===== config.mk =====
export PLATFORM = sky130hd
export DESIGN_NAME = uart_boot_loader
export DESIGN_NICKNAME = d
export VERILOG_FILES = /design/src/rtl/uart_boot_loader.sv
export SDC_FILE = /design/constraint.sdc
export NUM_CORES = 1
export LEC_CHECK = 0
export ABC_AREA = 1
export BUFFER_PORTS_ARGS = -buffer_cell sky130_fd_sc_hd__buf_2
export CORE_UTILIZATION = 40
export DETAILED_ROUTE_END_ITERATION = 16
export GPL_ROUTABILITY_DRIVEN = 0
export HOLD_SLACK_MARGIN = 0.15
export SYNTH_ARGS = -nofsm -noshare
export SYNTH_HDL_FRONTEND = slang
export SYNTH_SLANG_ARGS = --single-unit

===== constraint.sdc =====
create_clock -name clk -period 1.9 [get_ports clk]
set_input_delay 0.285 -clock clk [delete_from_list [all_inputs] [get_ports clk]]
set_output_delay 0.285 -clock clk [all_outputs]
set_load 0.1 [all_outputs]

===== src/rtl/uart_boot_loader.sv =====
// Serial program loader: receives a framed image on rxd, writes it to memory
// from address 0 and holds the CPU in reset until the load has been ACKed.
module uart_boot_loader #(
    parameter int CLKS_PER_BIT = 868,
    parameter int MEM_BYTES    = 800
) (
    input  logic        clk,
    input  logic        reset,
    input  logic        rxd,
    output logic        txd,
    output logic [31:0] mem_address,
    output logic        mem_write_en,
    output logic [31:0] mem_write_data,
    output logic        cpu_hold,
    output logic        load_done,
    output logic        frame_error
);

    localparam int CW = $clog2(CLKS_PER_BIT + 1);
    localparam logic [CW-1:0] FULL = CW'(CLKS_PER_BIT - 1);
    localparam logic [CW-1:0] HALF = CW'(CLKS_PER_BIT / 2 - 1);
    localparam logic [15:0] MAX_WORDS = 16'(MEM_BYTES / 4);
    localparam logic [7:0] SYNC_B = 8'hA5;
    localparam logic [7:0] ACK_B  = 8'h06;
    localparam logic [7:0] NAK_B  = 8'h15;

    typedef enum logic [2:0] {
        S_WAIT_SYNC,
        S_LEN_LO,
        S_LEN_HI,
        S_DATA,
        S_WRITE,
        S_SEND_ACK,
        S_SEND_NAK,
        S_DONE
    } state_t;

    logic          r_rx_meta, r_rx_sync, r_rx_prev;
    logic          r_rx_busy;
    logic [3:0]    r_rx_bit;
    logic [CW-1:0] r_rx_cnt;
    logic [7:0]    r_rx_shift;
    logic [7:0]    r_rx_data;
    logic          r_rx_valid, r_rx_bad;
    logic [CW-1:0] w_rx_lim;

    logic          r_tx_busy;
    logic [9:0]    r_tx_shift;
    logic [3:0]    r_tx_bit;
    logic [CW-1:0] r_tx_cnt;
    logic          w_tx_done, w_tx_start;
    logic [7:0]    w_tx_byte;

    state_t        r_state, w_next;
    logic [15:0]   r_len, w_len_nxt, w_len_rx;
    logic [15:0]   r_widx, w_widx_nxt, w_widx_inc;
    logic [1:0]    r_bidx, w_bidx_nxt;
    logic [31:0]   r_word, w_word_nxt;
    logic          r_ferr;

    always_ff @(posedge clk or negedge reset) begin
        if (!reset) begin
            r_rx_meta <= 1'b1;
            r_rx_sync <= 1'b1;
            r_rx_prev <= 1'b1;
        end else begin
            r_rx_meta <= rxd;
            r_rx_sync <= r_rx_meta;
            r_rx_prev <= r_rx_sync;
        end
    end

    // Start bit waits half a bit so every later sample lands on a bit centre
    assign w_rx_lim = (r_rx_bit == 4'd0) ? HALF : FULL;

    always_ff @(posedge clk or negedge reset) begin
        if (!reset) begin
            r_rx_busy  <= 1'b0;
            r_rx_bit   <= 4'd0;
            r_rx_cnt   <= '0;
            r_rx_shift <= 8'd0;
            r_rx_data  <= 8'd0;
            r_rx_valid <= 1'b0;
            r_rx_bad   <= 1'b0;
        end else begin
            r_rx_valid <= 1'b0;
            r_rx_bad   <= 1'b0;
            if (!r_rx_busy) begin
                if (r_rx_prev && !r_rx_sync) begin
                    r_rx_busy <= 1'b1;
                    r_rx_bit  <= 4'd0;
                    r_rx_cnt  <= '0;
                end
            end else if (r_rx_cnt != w_rx_lim) begin
                r_rx_cnt <= r_rx_cnt + 1'b1;
            end else begin
                r_rx_cnt <= '0;
                r_rx_bit <= r_rx_bit + 4'd1;
                if (r_rx_bit == 4'd0) begin
                    if (r_rx_sync) r_rx_busy <= 1'b0;
                end else if (r_rx_bit == 4'd9) begin
                    r_rx_busy <= 1'b0;
                    if (r_rx_sync) begin
                        r_rx_valid <= 1'b1;
                        r_rx_data  <= r_rx_shift;
                    end else begin
                        r_rx_bad <= 1'b1;
                    end
                end else begin
                    r_rx_shift <= {r_rx_sync, r_rx_shift[7:1]};
                end
            end
        end
    end

    assign w_tx_done = r_tx_busy && (r_tx_bit == 4'd9) && (r_tx_cnt == FULL);

    always_ff @(posedge clk or negedge reset) begin
        if (!reset) begin
            r_tx_busy  <= 1'b0;
            r_tx_shift <= 10'h3FF;
            r_tx_bit   <= 4'd0;
            r_tx_cnt   <= '0;
        end else if (w_tx_start) begin
            r_tx_busy  <= 1'b1;
            r_tx_shift <= {1'b1, w_tx_byte, 1'b0};
            r_tx_bit   <= 4'd0;
            r_tx_cnt   <= '0;
        end else if (r_tx_busy) begin
            if (r_tx_cnt == FULL) begin
                r_tx_cnt <= '0;
                if (r_tx_bit == 4'd9) begin
                    r_tx_busy <= 1'b0;
                end else begin
                    r_tx_bit   <= r_tx_bit + 4'd1;
                    r_tx_shift <= {1'b1, r_tx_shift[9:1]};
                end
            end else begin
                r_tx_cnt <= r_tx_cnt + 1'b1;
            end
        end
    end

    assign txd = r_tx_busy ? r_tx_shift[0] : 1'b1;

    always_ff @(posedge clk or negedge reset) begin
        if (!reset) begin
            r_state <= S_WAIT_SYNC;
            r_len   <= 16'd0;
            r_widx  <= 16'd0;
            r_bidx  <= 2'd0;
            r_word  <= 32'd0;
            r_ferr  <= 1'b0;
        end else begin
            r_state <= w_next;
            r_len   <= w_len_nxt;
            r_widx  <= w_widx_nxt;
            r_bidx  <= w_bidx_nxt;
            r_word  <= w_word_nxt;
            if (r_rx_bad) r_ferr <= 1'b1;
        end
    end

    assign w_len_rx   = {r_rx_data, r_len[7:0]};
    assign w_widx_inc = r_widx + 16'd1;

    always_comb begin
        w_next     = r_state;
        w_len_nxt  = r_len;
        w_widx_nxt = r_widx;
        w_bidx_nxt = r_bidx;
        w_word_nxt = r_word;
        w_tx_start = 1'b0;
        w_tx_byte  = ACK_B;
        unique case (r_state)
            S_WAIT_SYNC: begin
                if (r_rx_valid && r_rx_data == SYNC_B) w_next = S_LEN_LO;
            end
            S_LEN_LO: begin
                if (r_rx_valid) begin
                    w_len_nxt[7:0] = r_rx_data;
                    w_next         = S_LEN_HI;
                end
            end
            S_LEN_HI: begin
                if (r_rx_valid) begin
                    w_len_nxt  = w_len_rx;
                    w_widx_nxt = 16'd0;
                    w_bidx_nxt = 2'd0;
                    if (w_len_rx == 16'd0) begin
                        w_next     = S_SEND_ACK;
                        w_tx_start = 1'b1;
                    end else if (w_len_rx > MAX_WORDS) begin
                        w_next     = S_SEND_NAK;
                        w_tx_start = 1'b1;
                        w_tx_byte  = NAK_B;
                    end else begin
                        w_next = S_DATA;
                    end
                end
            end
            S_DATA: begin
                if (r_rx_valid) begin
                    w_word_nxt[{r_bidx, 3'b000} +: 8] = r_rx_data;
                    w_bidx_nxt = r_bidx + 2'd1;
                    if (r_bidx == 2'd3) w_next = S_WRITE;
                end
            end
            S_WRITE: begin
                w_widx_nxt = w_widx_inc;
                if (w_widx_inc == r_len) begin
                    w_next     = S_SEND_ACK;
                    w_tx_start = 1'b1;
                end else begin
                    w_next     = S_DATA;
                    w_bidx_nxt = 2'd0;
                    if (r_rx_valid) begin
                        w_word_nxt[7:0] = r_rx_data;
                        w_bidx_nxt      = 2'd1;
                    end
                end
            end
            S_SEND_ACK: begin
                if (w_tx_done) w_next = S_DONE;
            end
            S_SEND_NAK: begin
                if (w_tx_done) w_next = S_WAIT_SYNC;
            end
            S_DONE: begin
                w_next = S_DONE;
            end
            default: w_next = S_WAIT_SYNC;
        endcase
        // A bad stop bit aborts any load still being parsed
        if (r_rx_bad && r_state != S_SEND_ACK && r_state != S_SEND_NAK
            && r_state != S_DONE) begin
            w_next     = S_SEND_NAK;
            w_tx_start = 1'b1;
            w_tx_byte  = NAK_B;
        end
    end

    assign mem_write_en   = (r_state == S_WRITE);
    assign mem_address    = {14'd0, r_widx, 2'b00};
    assign mem_write_data = r_word;
    assign cpu_hold       = (r_state != S_DONE);
    assign load_done      = (r_state == S_DONE);
    assign frame_error    = r_ferr;

endmodule


==> results_dict.tcl <==
set metrics [dict create \
    status "finished, violations left" \
    violations "negative setup slack" \
    hpwl_microns 12300 \
    dpl_worst_slack_ps -393 \
    r2r-start "r_widx[1]$_DFFE_PN0P_" \
    comb_power_share_pct 7.2 \
    syn_area_sq_mm 0.00695 \
    cp.depth 16 \
    clockBufferDepth 2 \
    finalSetupTns_ps -11090 \
    fin_crit_sh_pct 118 \
    internal_power_mw 5.24 \
    clockRootBuffer "clkbuf_16" \
    ios 72 \
    start_util_pct 41.4 \
    clkPwrFrac_pct 50.4 \
    track_usage_pct 21.0 \
    multi_input_area_sq_mm 0.00339 \
    rr_worst_depth 16 \
    swShare_pct 24.6 \
    drtIter0Drc 318 \
    grt-ovfl-total 0 \
    io_buffers 55 \
    clk_pin_slew_worst_paths_ps 60 \
    worst-path-buf-inv 3 \
    synth_cells 870 \
    n_fill_cell 1532 \
    ant_nets 0 \
    route.detailed.drc 0 \
    cp-startpoint "r_widx[1]$_DFFE_PN0P_" \
    layout_setup_ws_ps -336 \
    coreArea_sq_mm 0.0168 \
    cts_tree "done" \
    setup_violations 38 \
    syn_to_final_growth_pct 34.7 \
    hold_ws_ps 359 \
    dr.pass1.iters 5 \
    critical_path.max_stage_delay_ps 510 \
    skew_ps 14.1 \
    slowest_stage "dfrtp_4" \
    start_kind "flip-flop" \
    required_ps 2260 \
    die_h_microns 134 \
    critPathCaptureType "flip-flop" \
    cpLargestDelayFamily "simple AND/OR/NAND/NOR gates" \
    grt_antenna_before_repair 0 \
    layout-drive-gt1-share_pct 29.1 \
    drv_slew 0 \
    synth_cell_type_count 44 \
    via_per_inst 4.98 \
    worstPathArrival_ps 2590 \
    grt_pass1_vias 6116 \
    wl_microns 17900 \
    grt_start_max_net_pins 43 \
    critPathMaxFanout 8 \
    final_hold_viol_count 0 \
    synth_seq_cells 130 \
    power_mw 6.95 \
    r2r_end "mem_write_data[1]$_DFFE_PN0P_" \
    seqPwrFrac_pct 42.4 \
    dieArea_sq_mm 0.0179 \
    vias 6415 \
    irDropWorstVdd_uv 743 \
    die_x_microns 134 \
    insertion_delay_ps 430 \
    yosys_warnings 0 \
    synth_ff_type "dfrtp_1" \
    rows 47 \
    ctsHtreeMaxLevel 4 \
    layout.nets 1071 \
    grt_pass1_wl_microns 29600 \
    grt_setup_unrepaired "true" \
    fin_crit_ps 2240 \
    wl_per_cell_microns 13.9 \
    path_cells "ha_4, nand2_4, inv_2, nand2_2, nand2_2, nand2_1, nand2_1, nor2_1, nand3_1, nor2_2, nand4_4, buf_4, nand2_4, buf_6, o21ai_0, nand2_1" \
    r2r_slack_ps -340 \
    leakagePower_nw 4.57 \
    timing.fmax_mhz 447 \
    power_density_mw_per_mm2 742 \
    syn_avg_cell_area_sq_um 7.98 \
    cp_common_cell "nand2_1" \
    clock-sinks 130 \
    crit_type "flip-flop to flip-flop" \
    drv_cap 0 \
    fin_area_sq_mm 0.00936 \
    dpl-instance-area_sq_mm 0.00827 \
    regArea_sq_mm 0.00332 \
    cts_buffers 17 \
    synth-seq-area-share_pct 47.0 \
    diodes 0 \
    p_sw_mw 1.71 \
    ys_async_sr_fraction_pct 100 \
    synth_edf_count 0 \
    worstHoldPathType "primary input to asynchronous set/reset pin" \
    cp-endpoint "mem_write_data[1]$_DFFE_PN0P_" \
]
==> routing by layer <==
metal | wire length (microns) | up-vias | track usage (%)
li1 | - | 3251 | -
met1 | 8740 | 3020 | 28.7
met2 | 8200 | 122 | 32.9
met3 | 654 | 22 | 4.27
met4 | 262 | 0 | 8.02
met5 | 0 | - | 0
==> registers in the layout, indices dropped and copies added (netlist names) <==
signal	flops
r_rx_prev	1
r_len	16
r_rx_data	8
r_widx	16
r_tx_bit	4
mem_write_data	32
r_rx_meta	1
r_tx_busy	1
r_bidx	2
r_rx_busy	1
frame_error	1
r_rx_cnt	10
r_state	3
r_tx_cnt	10
r_rx_valid	1
r_tx_shift	9
r_rx_bit	4
r_rx_sync	1
r_rx_bad	1
r_rx_shift	8
==> worst min path at each step <==
stage | depth (start not counted) | startpoint | endpoint
6_report | 2 | reset | r_widx[12]$_DFFE_PN0P_
5_1_grt | 0 | r_rx_meta$_DFF_PN1_ | r_rx_sync$_DFF_PN1_
4_1_cts | 2 | reset | r_widx[8]$_DFFE_PN0P_
3_5_place_dp | 1 | reset | r_widx[8]$_DFFE_PN0P_
3_3_place_gp | 1 | reset | r_widx[8]$_DFFE_PN0P_
2_1_floorplan | 0 | reset | frame_error$_DFFE_PN0P_
==> power by group through the flow <==
stage	clock network (mW)	logic, mW	registers, mW
after floorplan	0	0.393	2.98
after global placement	0	0.475	3.00
after detailed placement	0	0.480	3.00
after CTS	3.57	0.485	2.95
after global routing	3.71	0.558	2.96
final	3.50	0.500	2.95
==> layout make-up <==
cell class              count  area share (%)
flip-flops and latches    130            35.5
well taps                 220            2.94
clock inverters            12            1.94
clock buffers              20            4.77
repair buffers            186            14.8
multi-input cells         624            36.2
inverters                  96            3.93
==> layout by cell type, fill, tap and decap left out, drive strengths merged, types with 3 or more instances in the layout <==
| master | n |
|---|---|
| nand3 | 68 |
| o32ai | 3 |
| inv | 96 |
| or2 | 5 |
| bufinv | 4 |
| a31oi | 5 |
| o2111ai | 13 |
| nand4 | 35 |
| nand3b | 9 |
| xnor2 | 4 |
| conb | 16 |
| clkinvlp | 4 |
| a21oi | 8 |
| clkbuf | 20 |
| buf | 184 |
| o21ai | 86 |
| nor3 | 11 |
| o22ai | 14 |
| xor2 | 10 |
| dfstp | 12 |
| ha | 13 |
| nor2 | 75 |
| dfrtp | 118 |
| nand2 | 236 |
| clkinv | 4 |
==> synthesized netlist by cell type (4+ instances only) <==
library cell	instances	area share, %
nor2_4	4	0.65
ha_1	13	2.3
nand3b_1	9	0.97
a21oi_1	7	0.50
xor2_1	10	1.3
o21ai_0	84	6.1
buf_4	17	1.8
nand2_2	4	0.36
o2111ai_1	13	1.6
or2_2	5	0.45
inv_1	91	4.9
xnor2_1	4	0.50
nor3_1	11	0.79
clkbuf_1	14	0.76
dfstp_2	12	4.5
nand2_1	232	13
nor2_2	5	0.45
a31oi_1	5	0.45
o22ai_1	14	1.3
nor2_1	65	3.5
nand3_1	68	4.9
nand4_1	34	3.1
dfrtp_1	118	43
==> what timing repair did <==
action | in CTS | in global routing
buffers inserted | 19 | 9
gates resized for setup | 33 | 33
cloned | 1 | 1
endpoints found under the setup margin | 39 | 79
pin swaps | 9 | 9
hold endpoints to repair | 60 | 0
hold buffers | 2 | 0
==> cells by family (layout without fill, tap and decap cells) <==
kind of cell	Yosys count	in the layout	synth area share, %
fa+ha+maj	13	13	2.34
flops	130	130	47.0
xor+xnor	15	15	2.09
other cells	1	16	0.0540
buf+inv	133	314	8.38
compound gates	135	136	11.7
simple gates	442	443	28.3
mux	1	1	0.162
==> worst reg2reg max path, stage by stage, from the launching register on <==
cell and delay [ps]:
dfrtp_4 510, ha_4 190, nand2_4 70, inv_2 40, nand2_2 80, nand2_2 70
nand2_1 60, nand2_1 50, nor2_1 90, nand3_1 90, nor2_2 200, nand4_4 180
buf_4 190, nand2_4 70, buf_6 120, o21ai_0 80, nand2_1 70
==> stage by stage <==
stage	utilization, %	instances
CTS	54.7	1278
global route	55.8	1288
finish	55.8	1288
detailed placement	49.3	1225
global placement	49.3	1225
floorplan	-	885
No activity file was read; power rests on OpenSTA's default activity.
